### config.mk
export PLATFORM = sky130hd
export DESIGN_NAME = multicycle_control
export DESIGN_NICKNAME = d
export VERILOG_FILES = /design/src/rtl/multicycle_control.sv
export SDC_FILE = /design/constraint.sdc
export NUM_CORES = 1
export LEC_CHECK = 0
export BUFFER_PORTS_ARGS = -buffer_cell sky130_fd_sc_hd__buf_2
export CAP_MARGIN = 20
export CORE_ASPECT_RATIO = 1.25
export CORE_MARGIN = 2
export CORE_UTILIZATION = 40
export DETAILED_ROUTE_END_ITERATION = 8
export GPL_TIMING_DRIVEN = 0
export PLACE_DENSITY_LB_ADDON = 0.3
export SETUP_SLACK_MARGIN = 0.5
export SYNTH_ARGS = -nofsm -noshare
export SYNTH_HDL_FRONTEND = slang
export SYNTH_SLANG_ARGS = --single-unit
### constraint.sdc
create_clock -name clk -period 7.25 [get_ports clk]
set_input_delay 1.0875 -clock clk [delete_from_list [all_inputs] [get_ports clk]]
set_output_delay 1.0875 -clock clk [all_outputs]
set_load 0.1 [all_outputs]
### src/rtl/multicycle_control.sv
// multicycle_control: multi-cycle RV32I control FSM.
// Sequences FETCH/DECODE/EXEC/MEM/WB over a shared memory port, holds on
// mem_ready, and drives the datapath controls. It also keeps a retired-
// instruction counter and halt/trap status.
// Optional: define MC_TIMEOUT_EN to trap when a memory wait reaches MEM_TIMEOUT.
module multicycle_control #(
  parameter int OPC_W       = 5,
  parameter int ALUOP_W     = 3,
  parameter int CNT_W       = 32,
  parameter int MEM_TIMEOUT = 64
) (
  input  logic               clk,
  input  logic               rst_n,
  input  logic [OPC_W-1:0]   inst,
  input  logic               immbit,
  input  logic               br_taken,
  input  logic               mem_ready,
  input  logic               resume,
  output logic               fetch_req,
  output logic               ir_load,
  output logic               pc_write,
  output logic [1:0]         srcPC,
  output logic               Branch,
  output logic               MemRead,
  output logic               MemWrite,
  output logic               MemtoReg,
  output logic               ALUsrc,
  output logic               RegWrite,
  output logic               auipc,
  output logic               jump,
  output logic [ALUOP_W-1:0] ALUOp,
  output logic               flush,
  output logic               halted,
  output logic               trap,
  output logic [CNT_W-1:0]   retired
);

  typedef enum logic [2:0] {
    S_IDLE, S_FETCH, S_DECODE, S_EXEC, S_MEM, S_WB, S_HALT, S_TRAP
  } state_t;

  typedef enum logic [3:0] {
    C_NONE, C_R, C_I, C_LUI, C_AUIPC, C_LOAD, C_STORE, C_BRANCH,
    C_JAL, C_JALR, C_ECALL, C_EBREAK, C_FENCE, C_ILL
  } cls_t;

  state_t            state_q, state_d;
  cls_t              cls_q, cls_d, dec_cls;
  logic [CNT_W-1:0]  retired_q, retired_d;
  logic              trap_q, trap_d;
  logic              retire;
  logic              alu_en;
  logic              mem_timeout;

`ifdef MC_TIMEOUT_EN
  logic [15:0]       wait_q, wait_d;

  // Wait counter: runs only while stalled in FETCH/MEM.
  // Any other state, or a completed handshake, returns it to zero.
  // That gives a clean count on every entry to FETCH or MEM.
  always_comb begin
    wait_d = '0;
    if ((state_q == S_FETCH || state_q == S_MEM) && !mem_ready)
      wait_d = wait_q + 16'd1;
  end
  assign mem_timeout = (wait_q == 16'(MEM_TIMEOUT - 1)) && !mem_ready;
`else
  assign mem_timeout = 1'b0;
`endif

  // Opcode classifier.
  // Used in DECODE both to pick the next state and to latch the class.
  always_comb begin
    dec_cls = C_ILL;
    case (inst)
      OPC_W'(5'b01100): dec_cls = C_R;
      OPC_W'(5'b00100): dec_cls = C_I;
      OPC_W'(5'b01101): dec_cls = C_LUI;
      OPC_W'(5'b00101): dec_cls = C_AUIPC;
      OPC_W'(5'b00000): dec_cls = C_LOAD;
      OPC_W'(5'b01000): dec_cls = C_STORE;
      OPC_W'(5'b11000): dec_cls = C_BRANCH;
      OPC_W'(5'b11011): dec_cls = C_JAL;
      OPC_W'(5'b11001): dec_cls = C_JALR;
      OPC_W'(5'b11100): dec_cls = immbit ? C_EBREAK : C_ECALL;
      OPC_W'(5'b00011): dec_cls = C_FENCE;
      default:          dec_cls = C_ILL;
    endcase
  end

  // Next state, strobes and memory/regfile controls.
  always_comb begin
    state_d   = state_q;
    cls_d     = cls_q;
    retire    = 1'b0;
    alu_en    = 1'b0;
    fetch_req = 1'b0;
    ir_load   = 1'b0;
    pc_write  = 1'b0;
    srcPC     = 2'b00;
    Branch    = 1'b0;
    MemRead   = 1'b0;
    MemWrite  = 1'b0;
    MemtoReg  = 1'b0;
    RegWrite  = 1'b0;
    jump      = 1'b0;
    flush     = 1'b0;
    halted    = 1'b0;
    case (state_q)
      S_IDLE: state_d = S_FETCH;
      S_FETCH: begin
        fetch_req = 1'b1;
        if (mem_ready) begin
          ir_load  = 1'b1;
          pc_write = 1'b1;
          state_d  = S_DECODE;
        end else if (mem_timeout) begin
          state_d  = S_TRAP;
        end
      end
      S_DECODE: begin
        cls_d = dec_cls;
        case (dec_cls)
          C_ILL:    state_d = S_TRAP;
          C_EBREAK: begin
            flush   = 1'b1;
            state_d = S_HALT;
          end
          C_ECALL, C_FENCE: begin
            pc_write = 1'b1;
            srcPC    = 2'b11;
            flush    = 1'b1;
            retire   = 1'b1;
            state_d  = S_FETCH;
          end
          default:  state_d = S_EXEC;
        endcase
      end
      S_EXEC: begin
        alu_en = 1'b1;
        case (cls_q)
          C_BRANCH: begin
            Branch = 1'b1;
            if (br_taken) begin
              pc_write = 1'b1;
              srcPC    = 2'b01;
              flush    = 1'b1;
            end
            retire  = 1'b1;
            state_d = S_FETCH;
          end
          C_JAL, C_JALR: begin
            jump     = 1'b1;
            pc_write = 1'b1;
            srcPC    = (cls_q == C_JAL) ? 2'b01 : 2'b10;
            flush    = 1'b1;
            state_d  = S_WB;
          end
          C_LOAD, C_STORE: state_d = S_MEM;
          default:         state_d = S_WB;
        endcase
      end
      S_MEM: begin
        alu_en   = 1'b1;
        MemRead  = (cls_q == C_LOAD);
        MemWrite = (cls_q == C_STORE);
        if (mem_ready) begin
          if (cls_q == C_LOAD) begin
            state_d = S_WB;
          end else begin
            retire  = 1'b1;
            state_d = S_FETCH;
          end
        end else if (mem_timeout) begin
          state_d = S_TRAP;
        end
      end
      S_WB: begin
        alu_en   = 1'b1;
        RegWrite = 1'b1;
        MemtoReg = (cls_q == C_LOAD);
        jump     = (cls_q == C_JAL) || (cls_q == C_JALR);
        retire   = 1'b1;
        state_d  = S_FETCH;
      end
      S_HALT: begin
        halted = 1'b1;
        // The ebreak retires when execution resumes.
        if (resume) begin
          retire  = 1'b1;
          state_d = S_FETCH;
        end
      end
      S_TRAP:  state_d = S_TRAP;
      default: state_d = S_IDLE;
    endcase
  end

  // ALU class controls, held through EXEC, MEM and WB.
  always_comb begin
    ALUOp  = '0;
    ALUsrc = 1'b0;
    auipc  = 1'b0;
    if (alu_en) begin
      case (cls_q)
        C_R:      ALUOp = ALUOP_W'(3'b010);
        C_I:      begin ALUOp = ALUOP_W'(3'b011); ALUsrc = 1'b1; end
        C_LUI:    begin ALUOp = ALUOP_W'(3'b100); ALUsrc = 1'b1; end
        C_BRANCH: ALUOp = ALUOP_W'(3'b001);
        C_AUIPC:  begin ALUsrc = 1'b1; auipc = 1'b1; end
        C_LOAD, C_STORE, C_JAL, C_JALR: ALUsrc = 1'b1;
        default:  ALUOp = '0;
      endcase
    end
  end

  // Retire counter and sticky trap flag.
  always_comb begin
    retired_d = retired_q + CNT_W'(retire);
    trap_d    = trap_q | (state_d == S_TRAP);
  end

  // State, class, counter and trap registers.
  always_ff @(posedge clk or negedge rst_n) begin
    if (!rst_n) begin
      state_q   <= S_IDLE;
      cls_q     <= C_NONE;
      retired_q <= '0;
      trap_q    <= 1'b0;
    end else begin
      state_q   <= state_d;
      cls_q     <= cls_d;
      retired_q <= retired_d;
      trap_q    <= trap_d;
    end
  end

`ifdef MC_TIMEOUT_EN
  // Wait-counter register.
  always_ff @(posedge clk or negedge rst_n) begin
    if (!rst_n) wait_q <= '0;
    else        wait_q <= wait_d;
  end
`endif

  assign retired = retired_q;
  assign trap    = trap_q;

endmodule
* Yosys cells after proc, flatten, opt, wreduce, memory -nomap -nowiden
Cells that the tools add are included.
** Word-level totals
- Register bits after elaboration :: 40
- Latch bits :: 0
- Memory bits (writable) :: 0
- Bits in read-only memories :: 0
- Word-level logic and storage cells :: 90
- Memories kept :: 0
** Operators by class
- Add/subtract/negate cells :: 1
- Multiply operators :: 0
- Divide/modulo/power cells :: 0
- $lt $le $gt $ge :: 0
- Eq/ne operators :: 31
- Shift-type cells :: 0
- Multiplexer cells :: 43
- Bitwise logic cells :: 1
- Reductions and logical operators :: 10
** Operators by type and width (number)
- one-hot mux 4 bit (11 select lines) :: 1
- adder 32 x 1 -> 32 bit :: 1
- equality test 4 bit, second input constant :: 6
- 2-to-1 mux 1 bit :: 24
- one-hot mux 3 bit (7 select lines) :: 1
- equality test 5 bit, second input constant :: 4
- equality test 4 x 3 -> 1 bit, second input constant :: 4
- equality test 3 bit, second input constant :: 5
- equality test 5 x 4 -> 1 bit, second input constant :: 3
- 2-to-1 mux 3 bit :: 5
- one-hot mux 3 bit (4 select lines) :: 1
- equality test 5 x 3 -> 1 bit, second input constant :: 2
- one-hot mux 3 bit (3 select lines) :: 1
- equality test 4 x 2 -> 1 bit, second input constant :: 2
- one-hot mux 2 bit (2 select lines) :: 2
- OR reduction 2 bit :: 4
- OR reduction 7 bit :: 1
- equality test 3 x 2 -> 1 bit, second input constant :: 2
- one-hot mux 1 bit (2 select lines) :: 3
- one-hot mux 3 bit (2 select lines) :: 1
- OR reduction 3 bit :: 2
- equality test 5 x 2 -> 1 bit, second input constant :: 1
- logical NOT 5 bit :: 1
- one-hot mux 1 bit (5 select lines) :: 1
- 7 further kinds :: 8

* Logic depth before layout (Yosys ltp)
- Depth in word-level cells :: 8
- Depth in mapped cells :: 14
- Mapped depth without buffers :: 12

* Worst setup path before layout
No wires, ideal clock.
- Path kind :: reg-to-output
- Start point :: reg state_q[1]
- End point :: out pc_write
- Arrival :: 4597 ps
- Data required time :: 6162 ps
- Path slack :: 1566 ps
- Stages on the path, launching flop included :: 5
- Buffers on the path :: 1
- Cells stage by stage :: dfrtp_1 clkbuf_1 nor3_1 and2_1 o21bai_1
** On the way
- Word-level cells in the longest chain between the ends :: 2
** Ends and longest elaborated chain
- from (decl) :: line 47 : state_t state_q, state_d;
- from (signal assigned) :: line 231 : state_q <= state_d;
- equality test 3 x 2 -> 1 bit / equality test 3 x 1 -> 1 bit (equally long branches) :: line 109 : case (state_q)
- one-hot mux 1 bit (3 select lines) (*) :: line 109
- to (decl) :: line 21 : output logic pc_write,
Mark *: on every way between the ends. The rest lies on a longest branch, timed or not.

* Worst setup path in the final report
- Start point :: in inst[3]
- End point :: out pc_write
** On the way
- Word-level cells in the longest chain between the ends :: 6
** Ends and longest elaborated chain
- from (decl) :: line 14 : input logic [OPC_W-1:0] inst,
- equality test 5 x 2 -> 1 bit, or another cell as far along :: line 75 : case (inst)
- one-hot mux 4 bit (11 select lines) (*) :: line 75
- equality test 4 bit :: line 123 : case (dec_cls)
- OR reduction 2 bit (*) :: line 123
- 2-to-1 mux 1 bit (*) :: line 123
- one-hot mux 1 bit (3 select lines) (*) :: line 109
Marked as above.

==> results.sh <==
export IMPL_synth_edf_count=0
export IMPL_fmax_mhz=286
export IMPL_fin_area_um2=2840
export IMPL_drive_gt1_share_pct=27.7
export IMPL_worstMarginPinSlew_ps=869
export IMPL_place_area_um2=2720
export IMPL_gp_congestion=0.843
export IMPL_syn_inst=244
export IMPL_p_sw_share_pct=54.2
export IMPL_syn_nets=257
export IMPL_r2r_end="retired[20]"
export IMPL_crit_path_top_delay_cell="buf_2"
export IMPL_synth_cell_types=53
export IMPL_vias=1950
export IMPL_rsz0062_at_grt="no"
export IMPL_synthesis_area_um2=2350
export IMPL_p_leak_uw=0.00140
export IMPL_cts_resized=0
export IMPL_synth_avg_cell_area_um2=9.61
export IMPL_critical_path_max_stage_delay_ps=300
export IMPL_area_growth_syn_to_layout_pct=21.1
export IMPL_required_ps=6160
export IMPL_io_buffer_count=58
export IMPL_clock_latency_ps=290
export IMPL_criticalPathCategory="input pin to output pin"
export IMPL_htree_levels=2
export IMPL_synthFlopType="dfrtp_1"
export IMPL_cts_sinks=40
export IMPL_grt_pass1_wl_um=8400
export IMPL_io_pins=62
export IMPL_finalHoldViolCount=0
export IMPL_yosysSeqAreaShare_pct=42.7
export IMPL_critPathBufInv=2
export IMPL_power_density_nw_per_um2=390
export IMPL_combPwrFrac_pct=56.7
export IMPL_grt_pass1_vias=1846
export IMPL_cap_violations=0
export IMPL_setup_violations=0
export IMPL_die_w_um=72.5
export IMPL_post_cts_setup_buffers=0
export IMPL_start_kind="input pin"
export IMPL_cts_buffers_inserted=5
export IMPL_period_share_pct=48.3
export IMPL_rows=31
export IMPL_crit_cells=6
export IMPL_yosys_area_share_xor_xnor_pct=12.7
export IMPL_synth_seq_cells=40
export IMPL_routed_via_density=5.19
export IMPL_final_max_slew_violation_count=0
export IMPL_synth_mux_area_share_pct=1.39
export IMPL_holdBufCountCts=0
export IMPL_hold_class="flip-flop to flip-flop"
export IMPL_start_util_pct=40.9
export IMPL_hp_start="retired[31]"
export IMPL_final_nets=322
export IMPL_r2r_start="state_q[2]"
export IMPL_yosysTopAreaCell="dfrtp_1"
export IMPL_min_period_ps=3500
export IMPL_grt_max_degree=41
export IMPL_coreArea_um2=5740
export IMPL_crit_family="simple AND/OR/NAND/NOR gates"
export IMPL_firstDrtPassIters=4
export IMPL_drt_iter0_drc=59
export IMPL_fin_tns_setup_ps=0
export IMPL_dp_hpwl_um=3890
export IMPL_synthDominantCellAreaShare_pct=42.7
export IMPL_cp_common_cell="buf_2"
export IMPL_crit_end="pc_write"
export IMPL_p_sw_uw=601
export IMPL_power_internal_uw=508
export IMPL_routed_wl_um=5140
export IMPL_grt_ovfl_total=0
export IMPL_worstPathMaxFanout=9
export IMPL_status="completed"
export IMPL_r2r_cells=12
export IMPL_synth_area_top_cells="dfrtp_1 (43%), xnor2_1 (9.0%), nand4_1 (3.7%)"
export IMPL_reg2reg_slack_ps=4210
export IMPL_grt_antenna_before_repair=0
export IMPL_synth_top_family_by_area="simple AND/OR/NAND/NOR gates"
export IMPL_relSlewSlack_pct=42.1
export IMPL_cts_tree="built"
export IMPL_cts_root_buf="clkbuf_8"
export IMPL_crit_path_start="inst[3]"
export IMPL_synth_compound_area_share_pct=8.91
export IMPL_cts_buffer_depth=2
export IMPL_path_cells="buf_2, and4bb_1, a32o_2, nor2_1, o21bai_1, buf_2"
export IMPL_postSynth_asyncResetShare_pct=100
export IMPL_fin_util_pct=49.5
export IMPL_synthSimpleGateAreaFrac_pct=28.3
export IMPL_worst_clock_skew_ps=8.72
export IMPL_cp_end_kind="output pin"
export IMPL_seq_power_share_pct=26.2
export IMPL_synth_adder_area_share_pct=1.49
export IMPL_die_y_um=89.6
export IMPL_irDropWorstVdd_mv=0.309
export IMPL_power_frac_clock_pct=17.1
export IMPL_path_clk_slew_ps=80
export IMPL_arrival_ps=2410
export IMPL_avgRoutedWirePerCell_um=13.7
export IMPL_diodes=0
export IMPL_ant_nets=0
export IMPL_drt_drc_violations_left=0
export IMPL_die_area_um2=6500
export IMPL_yosysWarnings=0
export IMPL_grt_use_total_pct=16.4
-- worst register-to-register path, cell delays in order (launching register included) --
cell and delay (ps):
dfrtp_1 410, buf_1 220, nor3b_2 480, nand2_1 100, nand3_1 100, ha_1 190
ha_1 140, buf_2 200, nand4_1 150, nor3_2 400, and3_1 270, and3_1 170
xor2_1 140
-- through the flow --
step | power (uW) | setup slack (ps) | hold WS [ps] | instances
detailed placement | 926 | 3630 | 462 | 368
global placement | 922 | 3670 | 454 | 368
finish | 1110 | 3750 | 472 | 376
CTS | 1120 | 3750 | 475 | 376
floorplan | 823 | 1570 | 631 | 244
global route | 1170 | 3650 | 491 | 376
-- synthesized netlist by cell type, types with 3 or more instances --
library cell	instances
a21oi_1	5
and3_1	5
and4_1	4
buf_2	8
clkbuf_1	3
dfrtp_1	40
inv_1	9
nand2_1	17
nand2b_1	5
nand3_1	14
nand4_1	14
nor2_1	21
nor2b_1	5
nor3_1	5
nor4_1	4
o21ai_0	11
xnor2_1	24
xor2_1	10
-- flip-flops by register name, indices dropped and copies added, names as in the netlist --
name / flops
retired: 32
cls_q: 4
state_q: 3
trap: 1
-- how the worst min path moves through the flow --
stage	end	slack, ps	depth (start not counted)
2_1_floorplan	state_q[1]	630	3
3_5_place_dp	retired[31]	460	1
5_1_grt	retired[31]	490	1
4_1_cts	retired[31]	480	1
3_3_place_gp	retired[31]	450	1
6_report	retired[31]	470	1
-- layout by cell type (no fill, tap or decap), types with 3 or more instances in the layout --
cell	synthesis	routed
nand2_1	17	17
buf_2	8	66
clkbuf_8	0	6
inv_1	9	9
clkbuf_1	3	3
nor2_1	21	21
and3_1	5	5
dfrtp_1	40	40
a21oi_1	5	5
nand4_1	14	14
nor3_1	5	5
xor2_1	10	10
o21ai_0	11	11
and4_1	4	4
nand2b_1	5	5
xnor2_1	24	24
nand3_1	14	14
nor4_1	4	4
nor2b_1	5	5
-- cell families (layout without fill, tap and decap cells) --
family                   after synthesis  count (layout)
buffers and inverters                 23              89
adder cells (fa/ha/maj)                3               3
XOR/XNOR                              34              34
flip-flops                            40              40
AO/OA/AOI/OAI                         31              31
multiplexers                           3               3
AND/OR/NAND/NOR                      110             110
-- routing by layer --
layer,GRT usage [%],share of wire (%),up-vias
li1,-,-,987
met1,20.6,44,909
met2,29.4,51,50
met3,2.79,4.0,4
met4,4.55,0.60,0
met5,0,0,-
-- layout make-up --
class | count | area [um2]
plain buffers | 14 | 73.8
multi-input cells | 181 | 1240
clock buffers | 6 | 82.6
fillers | 568 | 2900
flip-flops and latches | 40 | 1000
repair buffers | 58 | 290
inverters | 9 | 33.8
well taps | 66 | 82.6
clock inverters | 2 | 38.8
-- power groups by stage --
stage / combinational, uW / sequential [uW] / clock (uW)
after floorplan: 400 / 423 / 0
after global placement: 628 / 294 / 0
after detailed placement: 631 / 296 / 0
after CTS: 631 / 291 / 195
after global routing: 668 / 298 / 203
final: 628 / 291 / 189
Note: power is estimated with default switching activity, not from simulation.
